`config.mk`:
```
export PLATFORM = sky130hd
export DESIGN_NAME = axi_burst_beat_gen
export DESIGN_NICKNAME = d
export VERILOG_FILES = /design/src/rtl/axi_burst_beat_gen.sv
export SDC_FILE = /design/constraint.sdc
export NUM_CORES = 1
export LEC_CHECK = 0
export CAP_MARGIN = 0
export CORE_ASPECT_RATIO = 0.7
export CORE_MARGIN = 5
export CORE_UTILIZATION = 51
export DETAILED_ROUTE_END_ITERATION = 16
export PLACE_DENSITY = 0.73
export SYNTH_ARGS = -nofsm -noshare
export SYNTH_HDL_FRONTEND = slang
export SYNTH_SLANG_ARGS = --single-unit
```
`constraint.sdc`:
```
create_clock -name clk -period 7.16 [get_ports clk]
set_input_delay 1.79 -clock clk [delete_from_list [all_inputs] [get_ports clk]]
set_output_delay 1.79 -clock clk [all_outputs]
set_load 0.05 [all_outputs]
```
`src/rtl/axi_burst_beat_gen.sv`:
```
// axi_burst_beat_gen: pops one packed AXI request {id, addr, len, size, burst} from the
// upstream request FIFO and expands it into per-beat addresses (FIXED / INCR / WRAP) on a
// valid/ready beat interface. The next request is popped only after the burst drains.
// Optional build macro AXI_4K_CHECK_EN adds a 4KB-boundary crossing flag for INCR bursts;
// without it beat_err is tied low.
module axi_burst_beat_gen #(
  parameter int unsigned ADDR_WIDTH = 32,
  parameter int unsigned ID_WIDTH   = 4,
  parameter int unsigned REQ_WIDTH  = ID_WIDTH + ADDR_WIDTH + 13
) (
  input  logic                  clk,
  input  logic                  rst_n,
  input  logic                  fifo_empty,
  output logic                  fifo_ren,
  input  logic [REQ_WIDTH-1:0]  fifo_dout,
  output logic                  beat_valid,
  input  logic                  beat_ready,
  output logic [ADDR_WIDTH-1:0] beat_addr,
  output logic [ID_WIDTH-1:0]   beat_id,
  output logic [2:0]            beat_size,
  output logic [7:0]            beat_idx,
  output logic                  beat_last,
  output logic                  beat_err,
  output logic                  busy
);

  typedef logic [ADDR_WIDTH-1:0] addr_t;

  typedef enum logic [1:0] {StIdle, StFetch, StBeat} state_e;
  // Effective address mode after folding reserved bursts and illegal WRAP lengths.
  typedef enum logic [1:0] {ModeFixed, ModeIncr, ModeWrap} mode_e;

  state_e state_q, state_d;

  // Unpacked view of the FIFO word; only meaningful in StFetch.
  logic [1:0]          req_burst;
  logic [2:0]          req_size;
  logic [7:0]          req_len;
  addr_t               req_addr;
  logic [ID_WIDTH-1:0] req_id;
  mode_e               req_mode;
  addr_t               req_bytes;
  addr_t               req_wrap_mask;

  assign req_burst = fifo_dout[1:0];
  assign req_size  = fifo_dout[4:2];
  assign req_len   = fifo_dout[12:5];
  assign req_addr  = fifo_dout[ADDR_WIDTH+12:13];
  assign req_id    = fifo_dout[ADDR_WIDTH+ID_WIDTH+12:ADDR_WIDTH+13];

  assign req_bytes     = addr_t'(1) << req_size;
  // len+1 is a power of two whenever WRAP is honoured, so the shift gives the wrap span.
  assign req_wrap_mask = ((addr_t'(req_len) + addr_t'(1)) << req_size) - addr_t'(1);

  // Decode the effective address mode of the incoming request
  always_comb begin
    case (req_burst)
      2'b01:   req_mode = ModeIncr;
      2'b10:   req_mode = (req_len inside {8'd1, 8'd3, 8'd7, 8'd15}) ? ModeWrap : ModeIncr;
      default: req_mode = ModeFixed;
    endcase
  end

  // Burst context registers
  logic [ID_WIDTH-1:0] id_q, id_d;
  logic [2:0]          size_q, size_d;
  logic [7:0]          len_q, len_d;
  mode_e               mode_q, mode_d;
  addr_t               wrap_mask_q, wrap_mask_d;
  addr_t               lower_q, lower_d;
  addr_t               cur_addr_q, cur_addr_d;
  logic [7:0]          idx_q, idx_d;
  addr_t               beat_bytes;
  addr_t               next_addr;

`ifdef AXI_4K_CHECK_EN
  logic  err_q, err_d;
  addr_t req_last_addr;
  logic  req_err;

  assign req_last_addr = (req_addr & ~(req_bytes - addr_t'(1))) + (addr_t'(req_len) << req_size);
  assign req_err = (req_mode == ModeIncr) &&
                   (req_addr[ADDR_WIDTH-1:12] != req_last_addr[ADDR_WIDTH-1:12]);
`endif

  // State register
  always_ff @(posedge clk or negedge rst_n) begin
    if (!rst_n) begin
      state_q <= StIdle;
    end else begin
      state_q <= state_d;
    end
  end

  // Next-state logic
  always_comb begin
    state_d = state_q;
    case (state_q)
      StIdle:  if (fifo_ren) state_d = StFetch;
      StFetch: state_d = StBeat;
      StBeat:  if (beat_ready && (idx_q == len_q)) state_d = StIdle;
      default: state_d = StIdle;
    endcase
  end

  // FSM outputs
  always_comb begin
    fifo_ren   = (state_q == StIdle) && !fifo_empty;
    beat_valid = (state_q == StBeat);
    busy       = (state_q != StIdle);
  end

  // Address of the following beat, derived from the current one
  always_comb begin
    beat_bytes = addr_t'(1) << size_q;
    case (mode_q)
      ModeIncr: next_addr = (cur_addr_q & ~(beat_bytes - addr_t'(1))) + beat_bytes;
      ModeWrap: next_addr = lower_q + ((cur_addr_q + beat_bytes - lower_q) & wrap_mask_q);
      default:  next_addr = cur_addr_q;
    endcase
  end

  // Datapath next-state: load on fetch, advance on each accepted non-final beat
  always_comb begin
    id_d        = id_q;
    size_d      = size_q;
    len_d       = len_q;
    mode_d      = mode_q;
    wrap_mask_d = wrap_mask_q;
    lower_d     = lower_q;
    cur_addr_d  = cur_addr_q;
    idx_d       = idx_q;
`ifdef AXI_4K_CHECK_EN
    err_d       = err_q;
`endif
    if (state_q == StFetch) begin
      id_d        = req_id;
      size_d      = req_size;
      len_d       = req_len;
      mode_d      = req_mode;
      wrap_mask_d = req_wrap_mask;
      lower_d     = req_addr & ~req_wrap_mask;
      cur_addr_d  = req_addr;
      idx_d       = 8'd0;
`ifdef AXI_4K_CHECK_EN
      err_d       = req_err;
`endif
    end else if (beat_valid && beat_ready && (idx_q != len_q)) begin
      cur_addr_d = next_addr;
      idx_d      = idx_q + 8'd1;
    end
  end

  // Datapath registers
  always_ff @(posedge clk or negedge rst_n) begin
    if (!rst_n) begin
      id_q        <= '0;
      size_q      <= '0;
      len_q       <= '0;
      mode_q      <= ModeFixed;
      wrap_mask_q <= '0;
      lower_q     <= '0;
      cur_addr_q  <= '0;
      idx_q       <= '0;
`ifdef AXI_4K_CHECK_EN
      err_q       <= 1'b0;
`endif
    end else begin
      id_q        <= id_d;
      size_q      <= size_d;
      len_q       <= len_d;
      mode_q      <= mode_d;
      wrap_mask_q <= wrap_mask_d;
      lower_q     <= lower_d;
      cur_addr_q  <= cur_addr_d;
      idx_q       <= idx_d;
`ifdef AXI_4K_CHECK_EN
      err_q       <= err_d;
`endif
    end
  end

  assign beat_addr = cur_addr_q;
  assign beat_id   = id_q;
  assign beat_size = size_q;
  assign beat_idx  = idx_q;
  assign beat_last = beat_valid && (idx_q == len_q);

`ifdef AXI_4K_CHECK_EN
  assign beat_err = err_q;
`else
  assign beat_err = 1'b0;
`endif

endmodule

```
==> Yosys cells after proc, flatten, opt, wreduce, memory -nomap -nowiden <==
Cells that the tools add are included.
{ "word_totals": {"word_cells": 61, "reg_bits": 123} }
{ "classes": {"add_sub_neg": 8, "mux": 10, "eq_ne": 14, "shifts": 2, "n_reduce_logical": 13, "bitwise_logic": 5} }
{ "ops": {"columns": ["op", "count"], "rows": [
  ["adder 32 bit", 3],
  ["AND 32 bit", 3],
  ["2-to-1 mux 32 bit", 2],
  ["inverter 32 bit", 2],
  ["one-hot mux 32 bit (2 select lines)", 1],
  ["subtractor 32 x 1 -> 32 bit (second input constant)", 2],
  ["left shift 1 x 3 -> 32 bit (first input constant)", 1],
  ["left shift 9 x 3 -> 32 bit", 1],
  ["subtractor 32 bit", 1],
  ["2-to-1 mux 8 bit", 2],
  ["adder 8 x 1 -> 9 bit (second input constant)", 1],
  ["adder 8 x 1 -> 8 bit (second input constant)", 1],
  ["equality test 8 x 1 -> 1 bit (second input constant)", 1],
  ["equality test 8 x 2 -> 1 bit (second input constant)", 1],
  ["equality test 8 x 3 -> 1 bit (second input constant)", 1],
  ["equality test 8 x 4 -> 1 bit (second input constant)", 1],
  ["equality test 8 bit", 1],
  ["inequality test 8 bit", 1],
  ["equality test 2 x 1 -> 1 bit (second input constant)", 3],
  ["equality test 2 bit (second input constant)", 3],
  ["2-to-1 mux 2 bit", 3],
  ["one-hot mux 2 bit (3 select lines)", 1],
  ["logical AND 1 bit", 5],
  ["one-hot mux 2 bit (2 select lines)", 1],
  ["other kinds (8)", 10]
]} }

==> Logic depth before layout (Yosys ltp) <==
Gate-level depths: netlist (run 1).
{ "logic_depth": {"word_depth": 8, "ltp_mapped": 27, "depth_no_buf": 25} }

==> Worst setup path after synthesis (run 1) <==
OpenSTA, ideal clock, no wires.
{ "synth_timing": {"path_type": "register to register", "from": "register size_q[1], in the netlist beat_size[1]", "to": "register cur_addr_q[27], in the netlist beat_addr[27]", "required_ns": 7.034, "setup_ns": 0.126, "t_arrival_ns": 6.083, "path_stages_with_launch": 26, "slack_ns": 0.951, "path_cell_list": "dfrtp_1 > clkbuf_1 > buf_1 > nor2_1 > nand2_1 > fa_1 > inv_1 > fa_1 > a21o_1 > a21o_1 > a221oi_1 > o31ai_1 > a21boi_0 > o21ai_0 > nand2_1 > o211ai_1 > ha_1 > nand3_1 > or4_1 > nor2_1 > a21oi_1 > a221oi_1 > a21o_1 > a31oi_1 > xnor2_1 > a221o_1"} }
{ "synth_between": {"elab_chain_len": 8} }
{ "synth_rtl": {"columns": ["element", "line_no", "source"], "rows": [
  ["start: declaration", "66", "logic [2:0] size_q, size_d;"],
  ["start signal: assignment", "170", "size_q <= size_d;"],
  ["left shift 1 x 3 -> 32 bit *", "115", "beat_bytes = addr_t'(1) << size_q;"],
  ["adder 32 bit / subtractor 32 x 1 -> 32 bit (equally long branches)", "118, 117", null],
  ["subtractor 32 bit / inverter 32 bit (equally long branches)", "118, 117", null],
  ["AND 32 bit (on tied branches)", "118, 117", null],
  ["adder 32 bit (on tied branches)", "118, 117", null],
  ["one-hot mux 32 bit (2 select lines) *", "116", "case (mode_q)"],
  ["2-to-1 mux 32 bit *", "148", "end else if (beat_valid && beat_ready && (idx_q != len_q)) begin"],
  ["2-to-1 mux 32 bit *", "136", "if (state_q == StFetch) begin"],
  ["end signal: assignment", "175", "cur_addr_q <= cur_addr_d;"],
  ["end: declaration", "71", "addr_t cur_addr_q, cur_addr_d;"]
]} }
Every way passes the cells marked *; elsewhere a longest branch is shown, timed or not. The select of a mux whose other input is x is not followed.
A chain may end at the register's enable or synchronous reset.

==> Final worst setup path (run 1) <==
Ends and elaborated chain as after synthesis.

==> results.sh, run 1 <==
export IMPL_status="finished clean"
export IMPL_p_leak_nw=5.913
export IMPL_rsz0062_at_grt="no"
export IMPL_layout_nets=1641
export IMPL_drt_wirelength_per_cell_um=20.64
export IMPL_crit_required_ns=7.49
export IMPL_syn_area_sq_um=11200
export IMPL_cap_violations=0
export IMPL_crit_cells=23
export IMPL_grt_max_degree=97
export IMPL_route_detailed_drc=0
export IMPL_vias=11058
export IMPL_max_freq_ghz=0.1506
export IMPL_fin_skew_ns=0.01044
export IMPL_critPathMaxFanout=12
export IMPL_cts_inserted_buffers=17
export IMPL_cp_arrival_ns=6.97
export IMPL_setup_viol=0
export IMPL_die_h_um=134.0
export IMPL_cts_htree_levels=4
export IMPL_diodes=0
export IMPL_synth_edf_count=0
export IMPL_critical_path_top_delay_family="compound AO/OA/AOI/OAI gates"
export IMPL_p_switching_mw=3.728
export IMPL_grt_pass1_vias=10182
export IMPL_combPwrFrac=0.700
export IMPL_hold_viol_final=0
export IMPL_root_buffer="clkbuf_16"
export IMPL_path_buf_inv=1
export IMPL_finalCritPeriodShare=0.9275
export IMPL_pwr_share_seq=0.182
export IMPL_intPower_mw=3.364
export IMPL_tritoncts="yes"
export IMPL_clock_latency_ns=0.44
export IMPL_drtAntennaViolNets=0
export IMPL_tightestPinTransition_ns=1.048
export IMPL_fin_tns_setup_ns=0
export IMPL_synth_distinct_cells=79
export IMPL_drt_initial_drc_count=1123
export IMPL_syn_num_nets=1567
export IMPL_synth_seq_cells=122
export IMPL_viasPerCell=6.226
export IMPL_areaGrowthSynthToFinish_pct=16.11
export IMPL_core_sq_um=21620
export IMPL_p_per_area_nw_per_um2=545.4
export IMPL_cp_end_kind="flop"
export IMPL_num_io_pins=105
export IMPL_r2r_cells=23
export IMPL_track_usage=0.2866
export IMPL_place_gp_congestion=0.9651
export IMPL_ir_drop_mv=0.2575
export IMPL_totalWireLength_mm=36.66
export IMPL_async_flop_share=1.000
export IMPL_die_w_um=187.1
export IMPL_overflow=0
export IMPL_yosysWarnings=0
export IMPL_rows=45
export IMPL_critical_path_class="reg -> reg"
export IMPL_crit_path_max_incr_delay_ns=0.53
export IMPL_antenna_found_initial=1
export IMPL_drt_first_pass_iters=5
export IMPL_maxSlewViolCount=0
export IMPL_synthCells=1407
export IMPL_path_common_cell="a21o_1"
export IMPL_clock_sinks=122
export IMPL_post_route_cells_drive_above_1_share=0.04886
export IMPL_synth_top_flop_cell="dfrtp_1"
export IMPL_grt_pass1_wl_mm=57.30
export IMPL_worst_path_max_delay_cell="fa_1"
export IMPL_placed_area_sq_um=12440
export IMPL_p_sw_frac=0.5257
export IMPL_hp_class="reg -> reg"
export IMPL_dp_hpwl_mm=27.20
export IMPL_avgSynthCellArea_sq_um=7.958
export IMPL_start_util=0.5179
export IMPL_dieArea_sq_um=25070
export IMPL_cp_start_kind="flop"
export IMPL_clock_path_buffers=2
export IMPL_path_cells="nor2_1 -> nand2_1 -> fa_1 -> inv_1 -> fa_1 -> a21o_1 -> a21o_1 -> a221oi_1 -> o31ai_1 -> a21boi_0 -> o21ai_0 -> nand2_1 -> o211ai_1 -> ha_1 -> nand3_1 -> or4_1 -> nor2_1 -> a21oi_1 -> a221oi_2 -> a21o_1 -> a31oi_1 -> xnor2_1 -> a221o_1"
export IMPL_clock_power_share=0.118
export IMPL_port_buffers=103
export IMPL_synth_seq_area_share=0.2727
export IMPL_hold_depth=2
export IMPL_fin_area_sq_um=13000
export IMPL_max_slew_margin=0.2927
export IMPL_finalCriticalPeriod_ns=6.641
export IMPL_path_clk_slew_ns=0.07
timing repair:
| item | 4_1_cts | 5_1_grt |
|---|---|---|
| hold buffers | 0 | 0 |
| endpoints found under the setup margin | 0 | 2 |
| buffers inserted | 0 | 0 |
| resized for setup | 0 | 1 |
per-stage QoR:
| stage | std cells | setup WS, ns | util | total power, mW | hold WS, ns |
|---|---|---|---|---|---|
| finish | 1776 | 0.5193 | 0.6013 | 7.091 | 0.4732 |
| global route | 1776 | 0.09627 | 0.6013 | 7.630 | 0.4920 |
| CTS | 1776 | 0.4735 | 0.6010 | 7.010 | 0.4765 |
| detailed placement | 1744 | 0.5193 | 0.5755 | 6.128 | 0.4625 |
| global placement | 1744 | 0.6926 | 0.5755 | 6.062 | 0.4553 |
| floorplan | 1407 | 0.9515 | - | 4.832 | 0.4309 |
worst paths after layout:
kind / startpoint / end / slack [ns]
max: beat_size[1]$_DFFE_PN0P_ / beat_addr[27]$_DFFE_PN0P_ / 0.52
min: wrap_mask_q[5]$_DFFE_PN0P_ / wrap_mask_q[5]$_DFFE_PN0P_ / 0.47
max reg2reg: beat_size[1]$_DFFE_PN0P_ / beat_addr[27]$_DFFE_PN0P_ / 0.52
min reg2reg: wrap_mask_q[5]$_DFFE_PN0P_ / wrap_mask_q[5]$_DFFE_PN0P_ / 0.47
max in group asynchronous: rst_n / lower_q[7]$_DFFE_PN0P_ / 4.34
min in group asynchronous: rst_n / beat_idx[4]$_DFFE_PN0P_ / 1.46
flip-flops by register name, indices dropped and copies added, names as in the netlist:
| signal | cells |
|---|---|
| len_q | 8 |
| wrap_mask_q | 31 |
| mode_q | 2 |
| state_q | 2 |
| lower_q | 32 |
| beat_id | 4 |
| beat_addr | 32 |
| beat_size | 3 |
| beat_idx | 8 |
synthesized netlist by cell type (6+ instances only):
library cell / n / area, sq um
o31a_1: 6 / 52.55
mux2i_1: 12 / 120.1
ha_1: 98 / 1226
xnor2_1: 47 / 411.6
nand4_1: 14 / 87.58
a21boi_0: 7 / 52.55
nand2_1: 216 / 810.8
and4_1: 6 / 52.55
o21a_1: 12 / 90.09
nor2b_1: 25 / 156.4
fa_1: 9 / 180.2
a31o_2: 6 / 52.55
o311ai_0: 6 / 52.55
xor2_1: 39 / 341.6
or3_1: 8 / 50.05
o21bai_1: 6 / 45.04
a211oi_1: 13 / 97.59
o22ai_1: 19 / 118.9
a31oi_1: 16 / 100.1
a21oi_1: 73 / 365.4
inv_1: 82 / 307.8
nor4_1: 7 / 43.79
nor2_1: 78 / 292.8
o211ai_1: 15 / 112.6
and3_1: 21 / 131.4
and2_1: 30 / 187.7
a21o_1: 37 / 277.8
nor3_1: 20 / 100.1
a22oi_1: 6 / 45.04
o31ai_1: 14 / 105.1
clkbuf_1: 52 / 195.2
o21ai_0: 103 / 515.5
o2111ai_1: 12 / 105.1
dfrtp_1: 122 / 3053
nand3_1: 47 / 235.2
nand2b_1: 16 / 100.1
a211o_1: 11 / 96.34
or2_2: 6 / 37.54
cell families (layout without fill, tap and decap cells):
group	after synthesis	count (layout)	share of synthesized area
simple gates	517	517	0.2218
compound gates	413	413	0.2461
buf+inv	147	234	0.05207
flops	122	122	0.2727
fa+ha+maj	107	107	0.1256
xor+xnor	87	87	0.06872
mux	13	13	0.01274
other cells	1	1	0.0003349
cells in the final DEF, fill, tap and decap left out, drive strengths merged, types with 17 or more instances in the layout:
cell	synthesis	final
clkdlybuf4s50	0	102
nand2	216	216
ha	98	98
buf	12	17
dfrtp	122	122
nor2	78	78
nand3	47	47
o21ai	106	106
nor3	20	20
inv	82	88
xor2	39	39
xnor2	48	48
a21o	37	37
o22ai	19	19
and2	31	31
and3	21	21
clkbuf	52	19
nor2b	25	25
a21oi	74	74
power groups by stage:
stage | clock network (mW) | logic [mW] | registers (mW)
3_5_place_dp | 0 | 4.84 | 1.29
2_1_floorplan | 0 | 3.28 | 1.55
3_3_place_gp | 0 | 4.78 | 1.28
5_1_grt | 0.875 | 5.43 | 1.33
6_report | 0.836 | 4.97 | 1.29
4_1_cts | 0.844 | 4.89 | 1.28
final cells by class:
class	instances	area (sq um)
Fill cell	1954	8620
Multi-Input combinational cell	1138	7582
Sequential cell	122	3053
Timing Repair Buffer	119	1149
Clock buffer	19	442.9
Tap cell	282	352.8
Inverter	83	311.5
Clock inverter	13	110.1
worst reg2reg max path: cells and delay by family, from the launching register on:
family | cells | cell delay, ns
buffers and inverters | 1 | 0.07
and+or+nand+nor | 6 | 1.47
AOI/OAI and AO/OA | 12 | 2.92
xor gates and xnor gates | 1 | 0.14
adders and majority gates | 3 | 1.43
DFF | 1 | 0.50
routing by layer:
metal	vias up	part of all wire	track usage
li1	5224	-	-
met2	554	0.39	0.3912
met4	2	0.022	0.08949
met3	62	0.11	0.09287
met5	-	0.00035	0
met1	5216	0.47	0.4263
(Power assumes the default switching activity.)
==> inputs of run 2 (changes only) <==
--- a/config.mk
+++ b/config.mk
@@ -11,6 +11,7 @@
 export CORE_UTILIZATION = 51
 export DETAILED_ROUTE_END_ITERATION = 16
 export PLACE_DENSITY = 0.73
+export SLEW_MARGIN = 20
 export SYNTH_ARGS = -nofsm -noshare
 export SYNTH_HDL_FRONTEND = slang
 export SYNTH_SLANG_ARGS = --single-unit
==> results of run 2 <==
No change in the layout: final DEF, timing and power equal those of run 1.
==> inputs of run 3 (changes only) <==
--- a/config.mk
+++ b/config.mk
@@ -5,12 +5,14 @@
 export SDC_FILE = /design/constraint.sdc
 export NUM_CORES = 1
 export LEC_CHECK = 0
+export ABC_AREA = 1
 export CAP_MARGIN = 0
 export CORE_ASPECT_RATIO = 0.7
 export CORE_MARGIN = 5
 export CORE_UTILIZATION = 51
 export DETAILED_ROUTE_END_ITERATION = 16
 export PLACE_DENSITY = 0.73
+export SETUP_SLACK_MARGIN = 0.15
 export SLEW_MARGIN = 20
 export SYNTH_ARGS = -nofsm -noshare
 export SYNTH_HDL_FRONTEND = slang
==> run 3 against run 2 <==
Against the previous run: design area grew 7.5%; cell count grew 30%; worst setup slack gained 1.1 ns; highest routed layer is now met4; core utilization shrank 0.56 points; via count grew 17%; largest power group unchanged; sequential share of layout area shrank 1.6 points; first-iteration DRC count grew 26%; clock skew grew 0.0055 ns; combinational power grew 9.1%; die area grew 7.4%.
==> results.sh, run 3 <==
export IMPL_diodes=0
export IMPL_clock_latency_ns=0.45
export IMPL_areaGrowthSynthToFinish_pct=15.69
export IMPL_place_inst=2274
export IMPL_root_buffer="clkbuf_16"
export IMPL_fin_util=0.5957
export IMPL_cp_start_kind="flop"
export IMPL_place_gp_congestion=0.9912
export IMPL_fin_tns_setup_ns=0
export IMPL_grt_pass1_wl_mm=66.16
export IMPL_max_freq_ghz=0.1796
export IMPL_tritoncts="yes"
export IMPL_clock_power_share=0.118
export IMPL_ir_drop_mv=0.2370
export IMPL_route_detailed_drc=0
export IMPL_yosys_cell_count_top_type="nand2_1"
export IMPL_rsz0062_at_grt="no"
export IMPL_critical_path_top_delay_family="compound AO/OA/AOI/OAI gates"
export IMPL_layout_nets=2135
export IMPL_p_leak_nw=7.274
export IMPL_syn_num_nets=2045
export IMPL_port_buffers=103
export IMPL_die_h_um=138.8
export IMPL_synth_seq_area_share=0.2527
export IMPL_cts_resized=0
export IMPL_cts_inserted_buffers=17
export IMPL_num_io_pins=105
export IMPL_worst_path_max_delay_cell="dfrtp_1"
export IMPL_die_w_um=194.0
export IMPL_cp_end_kind="flop"
export IMPL_hp_class="reg -> reg"
export IMPL_p_sw_frac=0.5837
export IMPL_intPower_mw=3.212
export IMPL_async_flop_share=1.000
export IMPL_holdBufCountCts=0
export IMPL_drt_first_pass_iters=5
export IMPL_pwr_share_seq=0.180
export IMPL_yosysTopAreaCellShare=0.2527
export IMPL_cap_violations=0
export IMPL_synth_edf_count=0
export IMPL_cp_arrival_ns=5.89
export IMPL_r2r_setup_slack_ns=1.59
export IMPL_tightestPinTransition_ns=1.082
export IMPL_post_route_cells_drive_above_1_share=0.06288
export IMPL_drt_wirelength_per_cell_um=18.47
export IMPL_critPathMaxFanout=10
export IMPL_synth_top_family_by_area="simple AND/OR/NAND/NOR gates"
export IMPL_yosysWarnings=0
export IMPL_core_sq_um=23460
export IMPL_clock_sinks=122
export IMPL_dp_hpwl_mm=33.94
export IMPL_antenna_found_initial=0
export IMPL_crit_path_max_incr_delay_ns=0.59
export IMPL_dp_slack_ns=1.854
export IMPL_path_common_cell="nand2_1"
export IMPL_maxSlewViolCount=0
export IMPL_synthMuxAreaShare=0
export IMPL_start_util=0.5150
export IMPL_path_buf_inv=3
export IMPL_synthCells=1885
export IMPL_setup_viol=0
export IMPL_cts_htree_levels=4
export IMPL_dieArea_sq_um=26920
export IMPL_synth_area_leaders="dfrtp_1, nand2_1, ha_1"
export IMPL_drtAntennaViolNets=0
export IMPL_combPwrFrac=0.702
export IMPL_avgSynthCellArea_sq_um=6.410
export IMPL_post_cts_buffers=0
export IMPL_p_switching_mw=4.504
export IMPL_critical_path_class="reg -> reg"
export IMPL_grt_pass1_vias=11695
export IMPL_synth_xor_area_frac=0.02102
export IMPL_grt_max_degree=67
export IMPL_final_cell_mix="nand2_1, inv_1, nor2_1, a21oi_1, o21ai_0"
export IMPL_track_usage=0.3098
export IMPL_p_per_area_nw_per_um2=551.9
export IMPL_crit_required_ns=7.48
export IMPL_totalWireLength_mm=42.59
export IMPL_syn_area_sq_um=12080
export IMPL_synthSimpleGateAreaFrac=0.3564
export IMPL_drt_initial_drc_count=1415
export IMPL_finalCriticalPeriod_ns=5.568
export IMPL_synth_seq_cells=122
export IMPL_synth_distinct_cells=55
export IMPL_clock_path_buffers=2
export IMPL_vias=12935
export IMPL_status="finished clean"
export IMPL_hold_viol_final=0
export IMPL_synth_top_area_cell="dfrtp_1"
export IMPL_viasPerCell=5.609
export IMPL_synth_common_cells="nand2_1, inv_1, nor2_1"
export IMPL_path_clk_slew_ns=0.06
export IMPL_overflow=0
export IMPL_power_total_mw=7.715
export IMPL_max_slew_margin=0.2762
export IMPL_synth_top_flop_cell="dfrtp_1"
export IMPL_synth_fa_ha_area_frac=0.1164
export IMPL_fin_skew_ns=0.01597
export IMPL_final_common_cell="nand2_1"
export IMPL_synth_compound_area_frac=0.1554
export IMPL_instances_no_fill=2306
export IMPL_finalCritPeriodShare=0.7776
export IMPL_rows=47
export IMPL_setup_slack_ns=1.592
[run 3: path summary, 6_finish.rpt]
kind                                     startpoint                   endpoint  depth (start not counted)
hold reg to reg              beat_id[2]$_DFFE_PN0P_     beat_id[2]$_DFFE_PN0P_                          2
setup / recovery           beat_size[1]$_DFFE_PN0P_  beat_addr[28]$_DFFE_PN0P_                         27
setup reg to reg           beat_size[1]$_DFFE_PN0P_  beat_addr[28]$_DFFE_PN0P_                         27
min in group asynchronous                     rst_n       len_q[7]$_DFFE_PN0P_                          1
hold / removal               beat_id[2]$_DFFE_PN0P_     beat_id[2]$_DFFE_PN0P_                          2
max in group asynchronous                     rst_n  beat_addr[21]$_DFFE_PN0P_                          2
[run 3: area by class of cell]
cell class | instances | area, sq um
inverters | 266 | 999.7
clock buffers | 18 | 429.2
repair buffers | 110 | 1081
flip-flops and latches | 122 | 3053
clock inverters | 14 | 161.4
fillers | 2311 | 9485
well taps | 318 | 397.9
multi-input cells | 1458 | 7856
[run 3: worst reg2reg max path, stage by stage (launching register included)]
cell and delay [ns]:
dfrtp_1 0.59, inv_2 0.12, nor2_4 0.12, nand2_2 0.11, fa_1 0.49, inv_1 0.04
ha_1 0.35, nand3_1 0.11, nand2_1 0.16, a21oi_1 0.13, o21ai_0 0.48, a21boi_0 0.27
o21ai_0 0.38, nand2_1 0.09, nand2_1 0.10, o21ai_0 0.09, a21oi_1 0.23, ha_1 0.32
inv_1 0.11, o21bai_1 0.12, a21oi_1 0.26, o221ai_1 0.15, a21oi_1 0.23, nand3_1 0.11
nand2_1 0.07, nor2_1 0.04, o21ai_1 0.13, nand2_1 0.06
[run 3: power by group through the flow]
stage | Sequential, mW | Clock [mW] | Combinational, mW
after floorplan | 1.57 | 0 | 3.49
after global placement | 1.36 | 0 | 5.21
after detailed placement | 1.36 | 0 | 5.24
after CTS | 1.35 | 0.913 | 5.29
after global routing | 1.40 | 0.947 | 5.98
final | 1.39 | 0.910 | 5.42
[run 3: stage by stage]
| stage | hold WS (ns) | area, sq um |
|---|---|---|
| after CTS | 0.4808 | 13980 |
| final | 0.4776 | 13980 |
| after global routing | 0.4996 | 13980 |
| after floorplan | 0.4426 | 12080 |
| after global placement | 0.4539 | 13390 |
| after detailed placement | 0.4619 | 13390 |
[run 3: kinds of logic after synthesis]
group	count (synthesis)
flip-flops	122
other	1
AND/OR/NAND/NOR	980
AO/OA/AOI/OAI	341
adder cells (fa/ha/maj)	107
XOR/XNOR	29
buffers and inverters	305
[run 3: metal layers]
layer | global-route usage | wire length, um
met1 | 0.5018 | 20530
met3 | 0.08864 | 5543
met2 | 0.4060 | 16080
met5 | 0 | 0
met4 | 0.05104 | 429
